**src/rtl/shreg_seq_ctrl_pkg.sv**
```systemverilog
// shreg_seq_ctrl_pkg: shared control encodings for the shift-register sequencer
package shreg_seq_ctrl_pkg;
    localparam logic [1:0] MODO_00   = 2'b00;
    localparam logic [1:0] MODO_01   = 2'b01;
    localparam logic [1:0] MODO_10   = 2'b10;
    localparam logic       ENABLE    = 1'b1;
    localparam logic       HIGH      = 1'b1;
    localparam logic       LOW       = 1'b0;
    localparam logic       DIR_RIGHT = 1'b1;
    localparam logic       DIR_LEFT  = 1'b0;

    localparam logic [1:0] OP_SHIFT    = 2'b00;
    localparam logic [1:0] OP_ROT      = 2'b01;
    localparam logic [1:0] OP_LOAD     = 2'b10;
    localparam logic [1:0] OP_LOAD_ROT = 2'b11;

    typedef enum logic [1:0] {
        ST_IDLE   = 2'd0,
        ST_LOAD   = 2'd1,
        ST_SHIFT  = 2'd2,
        ST_SETTLE = 2'd3
    } state_t;
endpackage

```
**src/rtl/shreg_seq_ctrl_step_counter.sv**
```systemverilog
// shreg_step_counter: loadable down-counter with last-step and zero flags
module shreg_step_counter #(
    parameter int CNT_W = 4
) (
    input  logic             CLK,
    input  logic             RESET_L,
    input  logic             load,
    input  logic             dec,
    input  logic [CNT_W-1:0] load_val,
    output logic             last,
    output logic             zero
);
    logic [CNT_W-1:0] cnt_q, cnt_d;

    // load has priority so a new command always restarts the count
    always_comb begin
        cnt_d = load ? load_val : (dec ? cnt_q - 1'b1 : cnt_q);
    end

    // count register
    always_ff @(posedge CLK or negedge RESET_L) begin
        if (!RESET_L) cnt_q <= '0;
        else          cnt_q <= cnt_d;
    end

    assign last = (cnt_q == {{(CNT_W-1){1'b0}}, 1'b1});
    assign zero = (cnt_q == '0);
endmodule

```
**src/rtl/shreg_seq_ctrl.sv**
```systemverilog
// shreg_seq_ctrl: valid/ready command sequencer driving a 4-bit universal shift register
module shreg_seq_ctrl
    import shreg_seq_ctrl_pkg::*;
#(
    parameter int WIDTH = 4,
    parameter int CNT_W = 4,
    parameter int LOG_W = 8
) (
    input  logic             CLK,
    input  logic             RESET_L,
    input  logic             CMD_VALID,
    output logic             CMD_READY,
    input  logic [1:0]       CMD_OP,
    input  logic             CMD_DIR,
    input  logic [CNT_W-1:0] CMD_COUNT,
    input  logic [WIDTH-1:0] CMD_DATA,
    input  logic             CMD_SIN,
    output logic             REG_ENB,
    output logic             REG_DIR,
    output logic [1:0]       REG_MODO,
    output logic [WIDTH-1:0] REG_D,
    output logic             REG_SIN,
    input  logic [WIDTH-1:0] REG_Q,
    input  logic             REG_SOUT,
    output logic             DONE,
    output logic [WIDTH-1:0] RESULT,
    output logic [LOG_W-1:0] SOUT_LOG
);
    state_t           state_q, state_d;
    logic [1:0]       op_q, op_d;
    logic             dir_q, dir_d, sin_q, sin_d;
    logic [WIDTH-1:0] data_q, data_d;
    logic             ready_q, ready_d, enb_q, enb_d, rdir_q, rdir_d, rsin_q, rsin_d;
    logic [1:0]       modo_q, modo_d;
    logic [WIDTH-1:0] rd_q, rd_d, result_q, result_d;
    logic             done_q, done_d;
    logic [LOG_W-1:0] log_q, log_d;
    logic             accept, cnt_last, cnt_zero;

    assign accept = CMD_VALID && ready_q;

    shreg_step_counter #(.CNT_W(CNT_W)) u_cnt (
        .CLK      (CLK),
        .RESET_L  (RESET_L),
        .load     (accept),
        .dec      (state_q == ST_SHIFT),
        .load_val (CMD_COUNT),
        .last     (cnt_last),
        .zero     (cnt_zero)
    );

    // next state and command latch; register pins are derived from the next state so they
    // line up with the state they belong to instead of lagging it by a cycle
    always_comb begin
        state_d  = state_q;
        op_d     = op_q;
        dir_d    = dir_q;
        sin_d    = sin_q;
        data_d   = data_q;
        log_d    = log_q;
        result_d = result_q;
        done_d   = LOW;
        case (state_q)
            ST_IDLE: if (CMD_VALID) begin
                op_d    = CMD_OP;
                dir_d   = CMD_DIR;
                sin_d   = CMD_SIN;
                data_d  = CMD_DATA;
                log_d   = '0;
                state_d = CMD_OP[1] ? ST_LOAD : (CMD_COUNT != '0 ? ST_SHIFT : ST_SETTLE);
            end
            ST_LOAD:  state_d = (op_q == OP_LOAD_ROT && !cnt_zero) ? ST_SHIFT : ST_SETTLE;
            ST_SHIFT: begin
                log_d   = {log_q[LOG_W-2:0], REG_SOUT};
                state_d = cnt_last ? ST_SETTLE : ST_SHIFT;
            end
            default: begin
                result_d = REG_Q;
                done_d   = HIGH;
                state_d  = ST_IDLE;
            end
        endcase
        ready_d = (state_d == ST_IDLE);
        enb_d   = (state_d == ST_LOAD || state_d == ST_SHIFT) ? ENABLE : ~ENABLE;
        modo_d  = (state_d == ST_LOAD) ? MODO_10 :
                  (state_d == ST_SHIFT) ? (op_d == OP_SHIFT ? MODO_00 : MODO_01) : MODO_00;
        rdir_d  = (state_d == ST_SHIFT) ? dir_d : rdir_q;
        rsin_d  = (state_d == ST_SHIFT) ? sin_d : rsin_q;
        rd_d    = (state_d == ST_LOAD) ? data_d : rd_q;
    end

    // single state/output register bank; async reset aborts any op without a DONE
    always_ff @(posedge CLK or negedge RESET_L) begin
        if (!RESET_L) begin
            state_q  <= ST_IDLE;
            op_q     <= OP_SHIFT;
            dir_q    <= DIR_LEFT;
            sin_q    <= LOW;
            data_q   <= '0;
            ready_q  <= HIGH;
            enb_q    <= ~ENABLE;
            rdir_q   <= DIR_LEFT;
            rsin_q   <= LOW;
            modo_q   <= MODO_00;
            rd_q     <= '0;
            result_q <= '0;
            done_q   <= LOW;
            log_q    <= '0;
        end else begin
            state_q  <= state_d;
            op_q     <= op_d;
            dir_q    <= dir_d;
            sin_q    <= sin_d;
            data_q   <= data_d;
            ready_q  <= ready_d;
            enb_q    <= enb_d;
            rdir_q   <= rdir_d;
            rsin_q   <= rsin_d;
            modo_q   <= modo_d;
            rd_q     <= rd_d;
            result_q <= result_d;
            done_q   <= done_d;
            log_q    <= log_d;
        end
    end

    assign CMD_READY = ready_q;
    assign REG_ENB   = enb_q;
    assign REG_DIR   = rdir_q;
    assign REG_MODO  = modo_q;
    assign REG_D     = rd_q;
    assign REG_SIN   = rsin_q;
    assign DONE      = done_q;
    assign RESULT    = result_q;
    assign SOUT_LOG  = log_q;
endmodule
```
**config.mk**
```make
export PLATFORM = sky130hd
export DESIGN_NAME = shreg_seq_ctrl
export DESIGN_NICKNAME = d
export VERILOG_FILES = /design/src/rtl/shreg_seq_ctrl_pkg.sv /design/src/rtl/shreg_seq_ctrl_step_counter.sv /design/src/rtl/shreg_seq_ctrl.sv
export SDC_FILE = /design/constraint.sdc
export NUM_CORES = 1
export LEC_CHECK = 0
export CORE_MARGIN = 2
export CORE_UTILIZATION = 45
export DETAILED_ROUTE_END_ITERATION = 12
export GPL_ROUTABILITY_DRIVEN = 0
export PLACE_DENSITY = 0.74
export SLEW_MARGIN = 30
export SYNTH_ARGS = -nofsm -noshare
export SYNTH_HDL_FRONTEND = slang
export SYNTH_SLANG_ARGS = --single-unit
```
**constraint.sdc**
```tcl
create_clock -name CLK -period 4.08 [get_ports CLK]
set_input_delay 0.816 -clock CLK [delete_from_list [all_inputs] [get_ports CLK]]
set_output_delay 0.816 -clock CLK [all_outputs]
set_load 0.03 [all_outputs]
```
==> results of run 1 <==
metrics by stage:
step	setup WS, ps	area (µm²)
final	1510	2290
after floorplan	1950	1730
after global routing	1330	2290
after CTS	1510	2290
after global placement	1260	2170
after detailed placement	1210	2170
per-layer routing:
layer,track usage,vias up,share of wire,wire length (µm)
li1,-,563,-,-
met1,0.200,574,0.43,1380
met2,0.279,33,0.49,1590
met3,0.0596,7,0.059,191
met4,0.0816,0,0.018,58
met5,0,-,0,0
cell usage in the layout (no fill, tap or decap), types with 2 or more instances in the layout:
cell             instances
a21oi_1                  5
mux2_2                  13
mux2i_1                  8
o21ai_0                  9
a22oi_1                  8
ha_1                     9
mux2_4                   6
clkbuf_8                 6
nor2_1                   6
xnor2_1                  2
and2b_1                  2
dfrtp_1                 36
nand2_1                  3
clkdlybuf4s50_1         41
inv_1                    6
cell type report:
type,count,area share
clock inverters,2,0.0164
inverters,6,0.00984
well taps,48,0.0262
flip-flops and latches,37,0.405
repair buffers,42,0.181
multi-input cells,85,0.325
clock buffers,6,0.0361
flip-flops by register name (all words and copies together), names as in the netlist:
name,cells
u_cnt.cnt_q,4
REG_D,4
REG_ENB,1
op_q,2
RESULT,4
REG_DIR,1
state_q,2
REG_MODO,2
sin_q,1
DONE,1
SOUT_LOG,8
CMD_READY,1
data_q,4
dir_q,1
REG_SIN,1
logic make-up after synthesis:
logic type / share of synthesized area
DFF: 0.535
AOI/OAI and AO/OA: 0.109
muxes: 0.183
and+or+nand+nor: 0.0578
buffers and inverters: 0.0354
adders and majority gates: 0.0650
xor gates and xnor gates: 0.0152
synthesized netlist by cell type (all sizes together), types with 2 or more instances:
cell type,number,area [µm²]
and2b,2,15.0
ha,9,113
o21ai,9,45.0
xnor2,2,17.5
clkbuf,5,20.0
inv,6,22.5
mux2,19,236
a21oi,5,25.0
a22oi,8,60.1
nor2,6,22.5
mux2i,8,80.1
dfrtp,36,901
buf,2,18.8
nand2,4,22.5
power groups by stage:
stage	combinational, mW	clock [mW]	sequential [mW]
finish	1.01	0.328	0.659
global route	1.10	0.349	0.682
CTS	1.02	0.332	0.661
detailed placement	1.02	0	0.666
global placement	0.993	0	0.656
floorplan	0.505	0	0.842
worst max-delay path: stages:
cell,delay (ps)
clkdlybuf4s50_1,670
and2b_1,220
o21ai_0,210
a21o_1,180
ha_1,290
mux2_2,360
final timing paths:
| kind | from | end | slack (ps) |
|---|---|---|---|
| setup / recovery | CMD_VALID | REG_D[0] | 1510 |
| hold reg to reg | sin_q | sin_q | 500 |
| min in group asynchronous | RESET_L | RESULT[1] | 600 |
| max in group asynchronous | RESET_L | SOUT_LOG[2] | 2990 |
| hold / removal | sin_q | sin_q | 500 |
| setup reg to reg | state_q[0] | REG_D[0] | 1600 |
==> results.cfg, run 1 <==
[power_and_ir_drop]
p_leak_nw = 1.01
power_mw = 1.99
p_int_mw = 1.23
clockPowerShare = 0.165
combPwrFrac = 0.505
seqPwrFrac = 0.331
power.switching_uw = 761
power.density_nw_per_um2 = 870
swShare = 0.382
irDropWorstVdd_v = 0.000414

[cells_and_area]
multi_input_area_um2 = 744
synthToLayoutAreaGrowth_pct = 32.1
fin_nets = 206
fill_cells = 321
final_core_util = 0.621
drive_above_1_share = 0.174
fin_cells = 226
seqCellArea_um2 = 927
antenna_cells = 0

[synthesis]
netlist-cell-type-count = 32
avgSynthCellArea_um2 = 12.8
synth_area_um2 = 1730
synth_edf_count = 0
syn_nets = 164
yosysWarningCount = 0
synthArstFlopShare = 1.00
seq_area_frac_synth = 0.535
ys.flop_type = dfrtp_1
syn-instance-count = 135
ys_ff_latch = 37

[detailed_routing]
viasPerCell = 5.21
drc = 0
antenna_left = 0
num_vias = 1177
drt_iter0_markers = 63
firstDrtPassIters = 4
wl_per_cell_um = 14.3
routed_wl_mm = 3.22

[floorplan]
dieArea_um2 = 4360
rows = 22
top_level_ports = 43
die_w_um = 66.1
die_h_um = 66.1
start_util = 0.470
core_area_um2 = 3690

[placed_design]
dp.cells = 218
dpl.hpwl_mm = 2.43
portBuffers = 42

[global_routing]
antenna_found_initial = 0
grt_pass1_vias = 1179
grt_usage = 0.171
grt_start_max_net_pins = 38
grt_pass1_wl_mm = 5.47
overflow = 0

[sta]
setup_viol = 0
fmax_ghz = 0.388
finClkSkew_ps = 3.42
tns_ps = 0
period_share = 0.631
grt_setup_unrepaired = false
slew_viol_final = 0
fin_crit_ps = 2570
relSlewSlack = 0.487
worst_slew_pin_slew_ps = 770
finalHoldViolCount = 0
whs_ps = 497

[clocking]
cts-htree-levels = 2
cts_setup_buffers = 0
tritoncts = built
cts_resized = 0
cts_buffer_depth = 2
hold_buffers = 0
clk_pin_slew_worst_paths_ps = 70
insertion_delay_ps = 290
cts_made_buffers = 5
root_buffer = clkbuf_8
clock-sinks = 37

[hold_path]
hp-class = reg2reg
min_path_cells = 1

[setup_path]
arrival_ps = 2750
start_kind = input port
reg2reg_depth = 7
worst-path-max-fanout = 9
cp-end-kind = register
crit_type = in2reg
worstPathRequired_ps = 4260

[run]
maxCapViolCount = 0

[run_status]
status = complete, no violations
Power figures use the tool's default switching activity.
==> inputs of run 2 (changes only) <==
==> constraint.sdc (replaced) <==
create_clock -name CLK -period 2.6 [get_ports CLK]
set_input_delay 0.52 -clock CLK [delete_from_list [all_inputs] [get_ports CLK]]
set_output_delay 0.52 -clock CLK [all_outputs]
set_load 0.03 [all_outputs]
==> results.cfg, run 2 (synthesis gave the netlist of run 1 again) <==
[power_and_ir_drop]
irDropWorstVdd_v = 0.000695
p_leak_nw = 1.02
power.density_nw_per_um2 = 1350
power_mw = 3.12

[sta]
setup_viol = 0
worst_slew_pin_slew_ps = 808
relSlewSlack = 0.461
tns_ps = 0
whs_ps = 315
period_share = 0.846
finalHoldViolCount = 0
fmax_ghz = 0.455
slew_viol_final = 0
fin_crit_ps = 2200
setup_ws_ps = 400
grt_setup_unrepaired = false
finClkSkew_ps = 6.13

[global_routing]
overflow = 0
grt_pass1_vias = 1224
antenna_found_initial = 0
grt_usage = 0.172
grt_start_max_net_pins = 38
grt_pass1_wl_mm = 5.55

[clocking]
clk_pin_slew_worst_paths_ps = 80
insertion_delay_ps = 290
cts_made_buffers = 5
root_buffer = clkbuf_8
cts_buffer_depth = 2
clock-sinks = 37
hold_buffers = 0
cts-htree-levels = 2
cts_setup_buffers = 0
cts_resized = 0
tritoncts = built

[placed_design]
dp.cells = 220
placed_area_um2 = 2180
portBuffers = 42
post-place-ws_ps = 65.0
dpl.hpwl_mm = 2.36

[setup_path]
cp-end-kind = register
arrival_ps = 2380
crit_type = in2reg
worst-path-max-fanout = 6
worstPathRequired_ps = 2780
start_kind = input port

[cells_and_area]
fin_cells = 228
final_cell_area_um2 = 2300
layout.cells.most_common = clkdlybuf4s50_1
final_cell_mix = clkdlybuf4s50_1, dfrtp_1, mux2_2, o21ai_0, ha_1
largest_reg_flops = 8
drive_above_1_share = 0.183
fin_nets = 208
final_core_util = 0.623
synthToLayoutAreaGrowth_pct = 32.7
antenna_cells = 0

[floorplan]
start_util = 0.470
top_level_ports = 43
dieArea_um2 = 4360
rows = 22
die_w_um = 66.1
die_h_um = 66.1
core_area_um2 = 3690

[hold_path]
hp-class = in2async

[detailed_routing]
antenna_left = 0
wl_per_cell_um = 14.3
drc = 0
num_vias = 1178
drt_iter0_markers = 49
routed_wl_mm = 3.26
firstDrtPassIters = 4
viasPerCell = 5.17

[run_status]
status = complete, no violations

[run]
maxCapViolCount = 0
-- run 2: cell types whose count changed in the layout (fill, tap and decap cells not counted), sizes merged --
cell / previous run / this run
clkbuf: 6 / 5
buf: 1 / 3
clkinv: 0 / 1
-- run 2: path summary, 6_finish.rpt --
path                                to  cells after the start  slack, ps  startpoint
min reg2reg                      sin_q                      1        500       sin_q
max in group asynchronous  SOUT_LOG[7]                      1       1780     RESET_L
min in group CLK                 sin_q                      1        500       sin_q
min                          RESULT[0]                      1        310     RESET_L
max reg2reg                   REG_D[0]                      6        510  state_q[0]
max                           REG_D[0]                      7        400   CMD_VALID
-- run 2: layout make-up --
cell class | instances | area [µm²]
Clock buffer | 5 | 68.8
Clock inverter | 3 | 46.3
Fill cell | 307 | 1390
Inverter | 6 | 22.5
Multi-Input combinational cell | 85 | 744
Sequential cell | 37 | 927
Tap cell | 48 | 60.1
Timing Repair Buffer | 44 | 430
-- run 2: routing by layer --
layer,vias to the layer above,wire length (µm),GRT usage,part of all wire
li1,569,-,-,-
met4,0,40,0.0459,0.012
met5,-,0,0,0
met2,28,1630,0.280,0.50
met1,577,1440,0.215,0.44
met3,4,152,0.0630,0.047
-- run 2: where the power goes --
part | internal (mW) | switching [mW]
sequential | 0.859 | 0.175
clock | 0.287 | 0.215
combinational | 0.765 | 0.814
-- run 2: critical path, cell delays in order --
cell and delay [ps]:
clkdlybuf4s50_1 570, buf_4 180, nor2_1 50, a2bb2oi_1 140
o22ai_1 210, ha_1 340, mux2_2 370
